`src/rtl/pmp_csr_writer_if.sv`:
```
// CSR write channel between the M-mode CSR unit and the PMP register owner.
// The master issues a request and holds it until Ready; the slave reports completion
// (Done) and whether any PMP state changed (PMPFlush).
interface pmp_csr_writer_if #(
  parameter int XLEN = 64
);
  logic            CSRWriteReq;
  logic [11:0]     CSRWriteAdr;
  logic [XLEN-1:0] CSRWriteVal;
  logic            Ready;
  logic            Done;
  logic            PMPFlush;

  modport master (
    output CSRWriteReq, CSRWriteAdr, CSRWriteVal,
    input  Ready, Done, PMPFlush
  );

  modport slave (
    input  CSRWriteReq, CSRWriteAdr, CSRWriteVal,
    output Ready, Done, PMPFlush
  );
endinterface

```
`src/rtl/pmp_csr_writer.sv`:
```
// PMP configuration/address register owner. Applies one CSR write at a time through a
// small FSM, enforcing WARL masking, the reserved W=1/R=0 encoding, entry locks and the
// TOR lock on the preceding pmpaddr. Pulses PMPFlush when the write changed any state.
module pmp_csr_writer #(
  parameter int PMP_ENTRIES = 16,
  parameter int PA_BITS     = 56,
  parameter int XLEN        = 64
) (
  input  logic                                   clk,
  input  logic                                   reset,
  pmp_csr_writer_if.slave                        wr,
  input  logic [11:0]                            CSRReadAdr,
  output logic [XLEN-1:0]                        CSRReadVal,
  output logic [PMP_ENTRIES-1:0][7:0]            PMPCFG_ARRAY_REGW,
  output logic [PMP_ENTRIES-1:0][PA_BITS-3:0]    PMPADDR_ARRAY_REGW
);
  localparam int          CFGPER = XLEN / 8;
  localparam int          KW     = $clog2(CFGPER);
  localparam logic [7:0]  NENT   = 8'(PMP_ENTRIES);

  typedef enum logic [2:0] {
    S_IDLE  = 3'd0,
    S_CFG   = 3'd1,
    S_ADDR  = 3'd2,
    S_FLUSH = 3'd3,
    S_DONE  = 3'd4
  } state_e;

  state_e                               state_q, state_d;
  logic [11:0]                          adr_q, adr_d;
  logic [XLEN-1:0]                      val_q, val_d;
  logic [KW-1:0]                        k_q, k_d;
  logic                                 changed_q, changed_d;
  logic                                 ready_q, done_q, flush_q;
  logic [PMP_ENTRIES-1:0][7:0]          cfg_q, cfg_d;
  logic [PMP_ENTRIES-1:0][PA_BITS-3:0]  addr_q, addr_d;
  logic [7:0]                           e_s;
  logic [7:0]                           byte_s;
  logic                                 rsvd_s;
  logic [PMP_ENTRIES:0]                 tor_lock_s;

  // First entry covered by a pmpcfg CSR; odd CSRs on RV64 map nowhere.
  function automatic logic [7:0] cfg_base(input logic [11:0] adr);
    if (XLEN == 64) return {2'b00, adr[3:1], 3'b000};
    else            return {2'b00, adr[3:0], 2'b00};
  endfunction

  function automatic logic cfg_legal(input logic [11:0] adr);
    return (adr[11:4] == 8'h3A) && !((XLEN == 64) && adr[0]) && (cfg_base(adr) < NENT);
  endfunction

  function automatic logic [7:0] addr_index(input logic [11:0] adr);
    logic [11:0] off;
    off = adr - 12'h3B0;
    return off[7:0];
  endfunction

  function automatic logic addr_legal(input logic [11:0] adr);
    return (adr >= 12'h3B0) && (adr <= 12'h3EF) && (addr_index(adr) < NENT);
  endfunction

  assign wr.Ready           = ready_q;
  assign wr.Done            = done_q;
  assign wr.PMPFlush        = flush_q;
  assign PMPCFG_ARRAY_REGW  = cfg_q;
  assign PMPADDR_ARRAY_REGW = addr_q;

  // Entry i is TOR-locked by entry i+1 being locked in TOR mode; top slot never locks.
  always_comb begin
    tor_lock_s = '0;
    for (int i = 0; i < PMP_ENTRIES; i++) begin
      tor_lock_s[i] = cfg_q[i][7] & (cfg_q[i][4:3] == 2'b01);
    end
  end

  // Next-state, write-application and change-detection logic.
  always_comb begin
    state_d   = state_q;
    adr_d     = adr_q;
    val_d     = val_q;
    k_d       = k_q;
    changed_d = changed_q;
    cfg_d     = cfg_q;
    addr_d    = addr_q;
    e_s       = 8'h00;
    byte_s    = 8'h00;
    for (int j = 0; j < CFGPER; j++) begin
      if (k_q == KW'(j)) byte_s = val_q[8*j +: 8];
      else               byte_s = byte_s;
    end
    byte_s[6:5] = 2'b00;
    rsvd_s      = byte_s[1] & ~byte_s[0];

    case (state_q)
      S_IDLE: begin
        if (wr.CSRWriteReq && ready_q) begin
          adr_d     = wr.CSRWriteAdr;
          val_d     = wr.CSRWriteVal;
          changed_d = 1'b0;
          k_d       = '0;
          if (cfg_legal(wr.CSRWriteAdr))       state_d = S_CFG;
          else if (addr_legal(wr.CSRWriteAdr)) state_d = S_ADDR;
          else                                 state_d = S_DONE;
        end else begin
          state_d = S_IDLE;
        end
      end
      S_CFG: begin
        e_s = cfg_base(adr_q) + 8'(k_q);
        for (int i = 0; i < PMP_ENTRIES; i++) begin
          // Lock is judged on this entry's own pre-write value only.
          if ((e_s == 8'(i)) && !cfg_q[i][7] && !rsvd_s) begin
            cfg_d[i] = byte_s;
            if (byte_s != cfg_q[i]) changed_d = 1'b1;
            else                    changed_d = changed_d;
          end else begin
            cfg_d[i] = cfg_d[i];
          end
        end
        k_d = k_q + KW'(1);
        if (k_q == KW'(CFGPER - 1)) state_d = S_FLUSH;
        else                        state_d = S_CFG;
      end
      S_ADDR: begin
        e_s = addr_index(adr_q);
        for (int i = 0; i < PMP_ENTRIES; i++) begin
          if ((e_s == 8'(i)) && !cfg_q[i][7] && !tor_lock_s[i+1]) begin
            addr_d[i] = val_q[PA_BITS-3:0];
            if (val_q[PA_BITS-3:0] != addr_q[i]) changed_d = 1'b1;
            else                                 changed_d = changed_d;
          end else begin
            addr_d[i] = addr_d[i];
          end
        end
        state_d = S_FLUSH;
      end
      S_FLUSH: state_d = S_DONE;
      S_DONE:  state_d = S_IDLE;
      default: state_d = S_IDLE;
    endcase
  end

  // Combinational readback; CSRs that map to no implemented entry read as zero.
  always_comb begin
    CSRReadVal = '0;
    if (cfg_legal(CSRReadAdr)) begin
      for (int j = 0; j < CFGPER; j++) begin
        for (int i = 0; i < PMP_ENTRIES; i++) begin
          if (int'(cfg_base(CSRReadAdr)) + j == i) CSRReadVal[8*j +: 8] = cfg_q[i];
          else                                     CSRReadVal = CSRReadVal;
        end
      end
    end else if (addr_legal(CSRReadAdr)) begin
      for (int i = 0; i < PMP_ENTRIES; i++) begin
        if (addr_index(CSRReadAdr) == 8'(i)) CSRReadVal = XLEN'(addr_q[i]);
        else                                 CSRReadVal = CSRReadVal;
      end
    end else begin
      CSRReadVal = '0;
    end
  end

  // State, latched request, PMP registers and registered handshake outputs.
  always_ff @(posedge clk or negedge reset) begin
    if (!reset) begin
      state_q   <= S_IDLE;
      adr_q     <= 12'h000;
      val_q     <= '0;
      k_q       <= '0;
      changed_q <= 1'b0;
      ready_q   <= 1'b1;
      done_q    <= 1'b0;
      flush_q   <= 1'b0;
      cfg_q     <= '0;
      addr_q    <= '0;
    end else begin
      state_q   <= state_d;
      adr_q     <= adr_d;
      val_q     <= val_d;
      k_q       <= k_d;
      changed_q <= changed_d;
      ready_q   <= (state_d == S_IDLE);
      done_q    <= (state_d == S_DONE);
      flush_q   <= (state_d == S_FLUSH) && changed_d;
      cfg_q     <= cfg_d;
      addr_q    <= addr_d;
    end
  end
endmodule

```
`src/flat_wrapper.sv`:
```
// flat-port wrapper written by rule: the top's interface ports become plain ports
module pmp_csr_writer_flat 
#(
  parameter int PMP_ENTRIES = 16,
  parameter int PA_BITS     = 56,
  parameter int XLEN        = 64
)
  (clk, reset, CSRReadAdr, CSRReadVal, PMPCFG_ARRAY_REGW, PMPADDR_ARRAY_REGW, wr_CSRWriteReq, wr_CSRWriteAdr, wr_CSRWriteVal, wr_Ready, wr_Done, wr_PMPFlush);
  pmp_csr_writer_if #(.XLEN(XLEN)) wr_i ();
  input  logic clk;
  input  logic reset;
  input  logic [11:0] CSRReadAdr;
  output logic [XLEN-1:0] CSRReadVal;
  output logic [PMP_ENTRIES-1:0][7:0] PMPCFG_ARRAY_REGW;
  output logic [PMP_ENTRIES-1:0][PA_BITS-3:0] PMPADDR_ARRAY_REGW;
  input wire logic [$bits(wr_i.CSRWriteReq)-1:0] wr_CSRWriteReq;
  input wire logic [$bits(wr_i.CSRWriteAdr)-1:0] wr_CSRWriteAdr;
  input wire logic [$bits(wr_i.CSRWriteVal)-1:0] wr_CSRWriteVal;
  output wire logic [$bits(wr_i.Ready)-1:0] wr_Ready;
  output wire logic [$bits(wr_i.Done)-1:0] wr_Done;
  output wire logic [$bits(wr_i.PMPFlush)-1:0] wr_PMPFlush;
  assign wr_i.CSRWriteReq = wr_CSRWriteReq;
  assign wr_i.CSRWriteAdr = wr_CSRWriteAdr;
  assign wr_i.CSRWriteVal = wr_CSRWriteVal;
  assign wr_Ready = wr_i.Ready;
  assign wr_Done = wr_i.Done;
  assign wr_PMPFlush = wr_i.PMPFlush;
  pmp_csr_writer #(.PMP_ENTRIES(PMP_ENTRIES), .PA_BITS(PA_BITS), .XLEN(XLEN)) u_core (.clk(clk), .reset(reset), .wr(wr_i), .CSRReadAdr(CSRReadAdr), .CSRReadVal(CSRReadVal), .PMPCFG_ARRAY_REGW(PMPCFG_ARRAY_REGW), .PMPADDR_ARRAY_REGW(PMPADDR_ARRAY_REGW));
endmodule
```
`config.mk`:
```
export PLATFORM = sky130hd
export DESIGN_NAME = pmp_csr_writer_flat
export DESIGN_NICKNAME = d
export VERILOG_FILES = /design/src/rtl/pmp_csr_writer_if.sv /design/src/rtl/pmp_csr_writer.sv /design/src/flat_wrapper.sv
export SDC_FILE = /design/constraint.sdc
export NUM_CORES = 2
export LEC_CHECK = 0
export BUFFER_PORTS_ARGS = -buffer_cell sky130_fd_sc_hd__buf_2
export CORE_AREA = 2 2 447 449
export DETAILED_ROUTE_END_ITERATION = 6
export DIE_AREA = 0 0 449 451
export HOLD_SLACK_MARGIN = 0.06
export PLACE_DENSITY = 0.6
export SLEW_MARGIN = 20
export SYNTH_ARGS = -nofsm -noshare
export SYNTH_HDL_FRONTEND = slang
export SYNTH_SLANG_ARGS = --single-unit
```
`constraint.sdc`:
```
create_clock -name clk -period 6.9 [get_ports clk]
set_input_delay 1.38 -clock clk [delete_from_list [all_inputs] [get_ports clk]]
set_output_delay 1.38 -clock clk [all_outputs]
set_load 0.01 [all_outputs]
```
# == Word-level counts from Yosys, hierarchy flattened ==
# Index checks and enable logic that the tools add are counted.
# totals
out_inout_bits,1059
input_bits,91
wordCells,697
ff_bits,1042
# op_classes
bitwise_logic,17
order_cmp,8
n_reduce_logical,156
muxes,237
addsub,12
n_eq_ne,227
# op_table
op,count
== test 32 x 5 -> 1 bit (second input constant),56
2-to-1 mux 8 bit,140
2-to-1 mux 54 bit,17
!= test 54 bit,16
== test 32 x 4 -> 1 bit (second input constant),26
== test 32 x 3 -> 1 bit (second input constant),12
zero test 32 bit,8
== test 8 x 4 -> 1 bit (second input constant),28
== test 32 x 2 -> 1 bit (second input constant),6
== test 8 x 3 -> 1 bit (second input constant),14
!= test 6 bit,16
logical AND 1 bit,73
2-to-1 mux 1 bit,71
AND reduction 2 bit,34
== test 8 x 5 -> 1 bit (second input constant),8
2-to-1 mux 64 bit,1
== test 8 x 2 -> 1 bit (second input constant),7
adder 8 x 3 -> 9 bit (second input constant),4
zero test 1 bit,34
== test 2 x 1 -> 1 bit (second input constant),15
== test 8 x 1 -> 1 bit (second input constant),3
greater-or-equal comparator 12 x 10 -> 1 bit (second input constant),2
<= comparator 12 x 10 -> 1 bit (second input constant),2
zero test 8 bit,3
other kinds (24),61

# == Longest topological paths before layout ==
# logic_depth
depth_word,49
ltp_mapped,16
ltp_nobuf,12

# == Worst setup path before layout ==
# OpenSTA, ideal clock, no wires.
# synth_timing
path_kind,input to output
startpoint,input port CSRReadAdr[0]
endpoint,output port CSRReadVal[11]
arrival_time_ps,3653
setup_slack_ps,1867
cell_stages,10
path_buffers,5
t_required_ps,5520
cell_sequence,buf_2 -> buf_2 -> buf_2 -> nand2_1 -> nor2_1 -> clkbuf_1 -> buf_1 -> nand2_1 -> and3_1 -> o32ai_1
# synth_via
elab_chain_len,20
elab_cells_between_ends,43
cone_classes,add/sub (1); order compare (3); eq/ne (15); mux (18); reduce/logical (6)
# synth_lines
item,line_no,rtl
from (decl),flat_wrapper.sv:12,input logic [11:0] CSRReadAdr;
subtractor 8 bit,pmp_csr_writer.sv:54,off = adr - 12'h3B0;
zero test 8 bit,pmp_csr_writer.sv:155,if (addr_index(CSRReadAdr) == 8'(i)) CSRReadVal = XLEN'(addr_q[i]);
2-to-1 mux 54 bit (16 in a row),pmp_csr_writer.sv:155,
2-to-1 mux 54 bit,pmp_csr_writer.sv:153,end else if (addr_legal(CSRReadAdr)) begin
2-to-1 mux 64 bit (*),pmp_csr_writer.sv:146,if (cfg_legal(CSRReadAdr)) begin
to (decl),flat_wrapper.sv:13,output logic [XLEN-1:0] CSRReadVal;
# Every way passes the cells marked *; elsewhere a longest branch is shown, timed or not.

# == Final worst setup path ==
# layout_timing
startpoint,input port CSRReadAdr[2]
endpoint,output port CSRReadVal[15]
# layout_via
elab_chain_len,20
elab_cells_between_ends,76
cone_classes,add/sub (2); order compare (4); eq/ne (30); mux (35); reduce/logical (5)
# layout_lines
item,line_no
2-to-1 mux 8 bit or subtractor 8 bit (tied branches),"pmp_csr_writer.sv:146, pmp_csr_writer.sv:54"
adder 8 x 1 -> 9 bit or zero test 8 bit (tied branches),"pmp_csr_writer.sv:149, pmp_csr_writer.sv:155"
zero test 32 bit or 2-to-1 mux 54 bit (tied branches),"pmp_csr_writer.sv:149, pmp_csr_writer.sv:155"
2-to-1 mux 8 bit or 2-to-1 mux 54 bit (tied branches) (15 in a row),"pmp_csr_writer.sv:149, pmp_csr_writer.sv:155"
2-to-1 mux 8 bit or 2-to-1 mux 54 bit (tied branches),"pmp_csr_writer.sv:149, pmp_csr_writer.sv:153"
2-to-1 mux 64 bit (*),pmp_csr_writer.sv:146
# Every way passes the cells marked *; elsewhere a longest branch is shown, timed or not. The select of a mux whose other input is x is not followed.

==> metrics <==
initial antenna violation count 56; slowest stage cell, crit path a221oi_1; CP endpoint CSRReadVal[15]; worst slew pin tran 1.413 ns; Initial Util 30.16%; WS Path Type in -> out; EDFF count, synth 0; Crit Reg-Reg Endpoint u_core.wr.PMPFlush$_DFF_PN0_; clock slew at reported path FFs 0.07 ns; r2r setup slk 1.28 ns; Post-CTS Setup Bufs 0; final WL 473.7 mm; maximum vdd drop 0.2860 mV; CP max stage delay 1.08 ns; RSZ-0062 raised after global routing false; Worst Setup End Kind output pin; crit start category primary input; worst hold path type in -> async; # IOs 1150; placed wire-length estimate 377.5 mm; Final Setup Violations 0; Worst Path Required 5.52 ns; fmax 151.3 MHz; chip width 449 um; post-route setup TNS 0 ns; via count 58884; Detailed Routing Iterations Pass 1 7; max-cap violations 0; critical-path cell list buf_2 -> or3_1 -> buf_4 -> o21ai_0 -> a221o_1 -> a221oi_1 -> o211ai_1 -> o21a_1 -> a221oi_1 -> o22ai_1 -> buf_2; Yosys cell types 94; Worst Setup SP CSRReadAdr[2]; pwr/cell area 365.7 nW/um2; Cells after Synth 5424; Final min period 6.612 ns; Leak Pwr 36.73 nW; Post-synth ARST share 100.0%; commonest cells after routing, fill and taps aside buf_2, dfrtp_1, mux2_2; CTS max path bufs 3; Seq/Total Area, Yosys 43.49%; Final Skew 0.03432 ns; clk sinks 1039; # DRC 0; area growth from synthesis to layout 23.46%; Syn. warnings 0; Antenna Nets Post-Route 0; CTS Hold Bufs 0; first-pass GRT wire length 595.3 mm; Slew Viols, Final 0; fillcell total 19956; post-synthesis cell area 59790 um2; multi-input logic area 31810 um2; Worst slew margin 5.804%; post-synthesis register bit count 1039; most common cell after layout, fill and taps aside buf_2; number of port buffers 1111; FF+latch area 26060 um2; all-layer global routing usage 45.12%; chip height 451 um; status complete, no violations; Post-layout nets 6548; Reg2Reg Depth 12; core area 198200 um2; final worst-path cycle share 95.82%; row cnt 164; Main synth FF type dfrtp_1; r2r startpoint u_core.k_q[0]$_DFFE_PN0P_; Congestion Overflow GR 0; arrival time of the worst setup path 5.23 ns; die area 202500 um2; fin util 37.24%; Num CTS Buffers 131; initial DRC count 10137; layout cell share with drive strength beyond 1 41.11%; largest net degree at the start of global routing 149; syn_area_per_cell 11.02 um2; gp weighted congestion 1.140; H-Tree Depth 4; post_cts resized 0; CTS root buf clkbuf_16; number of global-route vias before repair 53365; clk_lat worst skew 0.84 ns; vias per inst 6.379; WL/cell 51.31 um; CTS tree done; Fin. Hold Viols 0; Max FO, Critical Path 15
## worst min-delay path by stage
stage / start / end / slack (ns) / depth (start not counted)
global placement: u_core.PMPCFG_ARRAY_REGW[35]$_DFFE_PN0P_ / u_core.PMPCFG_ARRAY_REGW[35]$_DFFE_PN0P_ / 0.50 / 2
finish: reset / u_core.PMPCFG_ARRAY_REGW[27]$_DFFE_PN0P_ / 0.47 / 1
floorplan: u_core.adr_q[6]$_DFFE_PN0P_ / u_core.adr_q[6]$_DFFE_PN0P_ / 0.49 / 1
CTS: reset / u_core.PMPCFG_ARRAY_REGW[27]$_DFFE_PN0P_ / 0.47 / 1
global route: reset / u_core.PMPCFG_ARRAY_REGW[27]$_DFFE_PN0P_ / 0.52 / 1
detailed placement: u_core.PMPCFG_ARRAY_REGW[35]$_DFFE_PN0P_ / u_core.PMPCFG_ARRAY_REGW[35]$_DFFE_PN0P_ / 0.51 / 2
## synthesized netlist by cell type (10+ instances only)
library cell / instances / share of area [%]
clkbuf_1: 348 / 2.2
o22ai_1: 97 / 1.0
xor2_1: 642 / 9.4
a211o_1: 12 / 0.18
nor3_1: 27 / 0.23
nor4_1: 191 / 2.0
and3_1: 17 / 0.18
a22oi_1: 115 / 1.4
inv_1: 50 / 0.31
a22o_1: 11 / 0.16
mux2i_1: 77 / 1.3
xnor2_1: 279 / 4.1
nand2_1: 307 / 1.9
o21bai_1: 12 / 0.15
dfrtp_1: 1038 / 43
buf_1: 85 / 0.53
nor2b_1: 20 / 0.21
nand3_1: 46 / 0.39
buf_4: 38 / 0.48
o221ai_1: 22 / 0.32
a221oi_1: 51 / 0.75
mux2_2: 896 / 17
a31oi_1: 16 / 0.17
nand2b_1: 18 / 0.19
a21oi_1: 135 / 1.1
buf_2: 51 / 0.43
mux4_2: 69 / 2.6
o22a_1: 10 / 0.15
nor2_1: 148 / 0.93
o211ai_1: 15 / 0.19
nand4_1: 124 / 1.3
o21ai_0: 236 / 2.0
## layer usage
metal	up-vias	GRT usage, %	share of wire, %
li1	21663	-	-
met1	31098	59.47	40
met2	5132	60.00	39
met3	977	18.14	13
met4	14	29.95	8.1
met5	-	0	0.017
## cell type report
type / instances / share of cell area [%]
Multi-Input combinational cell: 3838 / 43.10
Sequential cell: 1039 / 35.29
Timing Repair Buffer: 1389 / 10.68
Clock buffer: 184 / 5.008
Tap cell: 2656 / 4.502
Clock inverter: 49 / 1.069
Inverter: 52 / 0.2644
Antenna cell: 24 / 0.08135
## critical path, delay by kind of cell
| kind | cells | cell delay, ns |
|---|---|---|
| AO/OA/AOI/OAI | 7 | 2.34 |
| buffers and inverters | 3 | 0.88 |
| AND/OR/NAND/NOR | 1 | 0.62 |
## stage by stage
step,hold WS (ns),worst slack [ns],power (W),instances,cell area [um2]
2_1_floorplan,0.4872,1.867,0.01190,5458,59920
3_3_place_gp,0.5028,0.5063,0.01857,8974,69200
3_5_place_dp,0.5132,0.4956,0.01848,8974,69200
4_1_cts,0.4724,0.4680,0.02590,9207,73690
5_1_grt,0.5205,0.4462,0.02686,9210,73770
6_report,0.4701,0.2884,0.02700,9231,73820
## where the power goes
part / internal, W / switching, W / total [W]
Sequential: 0.00635 / 0.00156 / 0.00791
Clock: 0.00431 / 0.00316 / 0.00747
Combinational: 0.00282 / 0.00879 / 0.0116
## registers in the layout, summed over array words and instances, names as in the netlist, 3 cells and up
register,flops
u_core.PMPADDR_ARRAY_REGW,864
u_core.state_q,3
u_core.k_q,3
u_core.PMPCFG_ARRAY_REGW,96
u_core.adr_q,8
u_core.val_q,61
## cell families (layout without fill, tap and decap cells)
| group | Yosys count | count (layout) | synth area share [%] |
|---|---|---|---|
| DFF | 1039 | 1039 | 43.49 |
| muxes | 1042 | 1042 | 20.76 |
| buffers and inverters | 581 | 1674 | 4.081 |
| adders and majority gates | 6 | 6 | 0.1256 |
| and+or+nand+nor | 976 | 976 | 8.341 |
| xor gates and xnor gates | 921 | 921 | 13.49 |
| AOI/OAI and AO/OA | 858 | 858 | 9.708 |
| other | 1 | 59 | 0.006272 |
No activity file was read; power rests on OpenSTA's default activity.
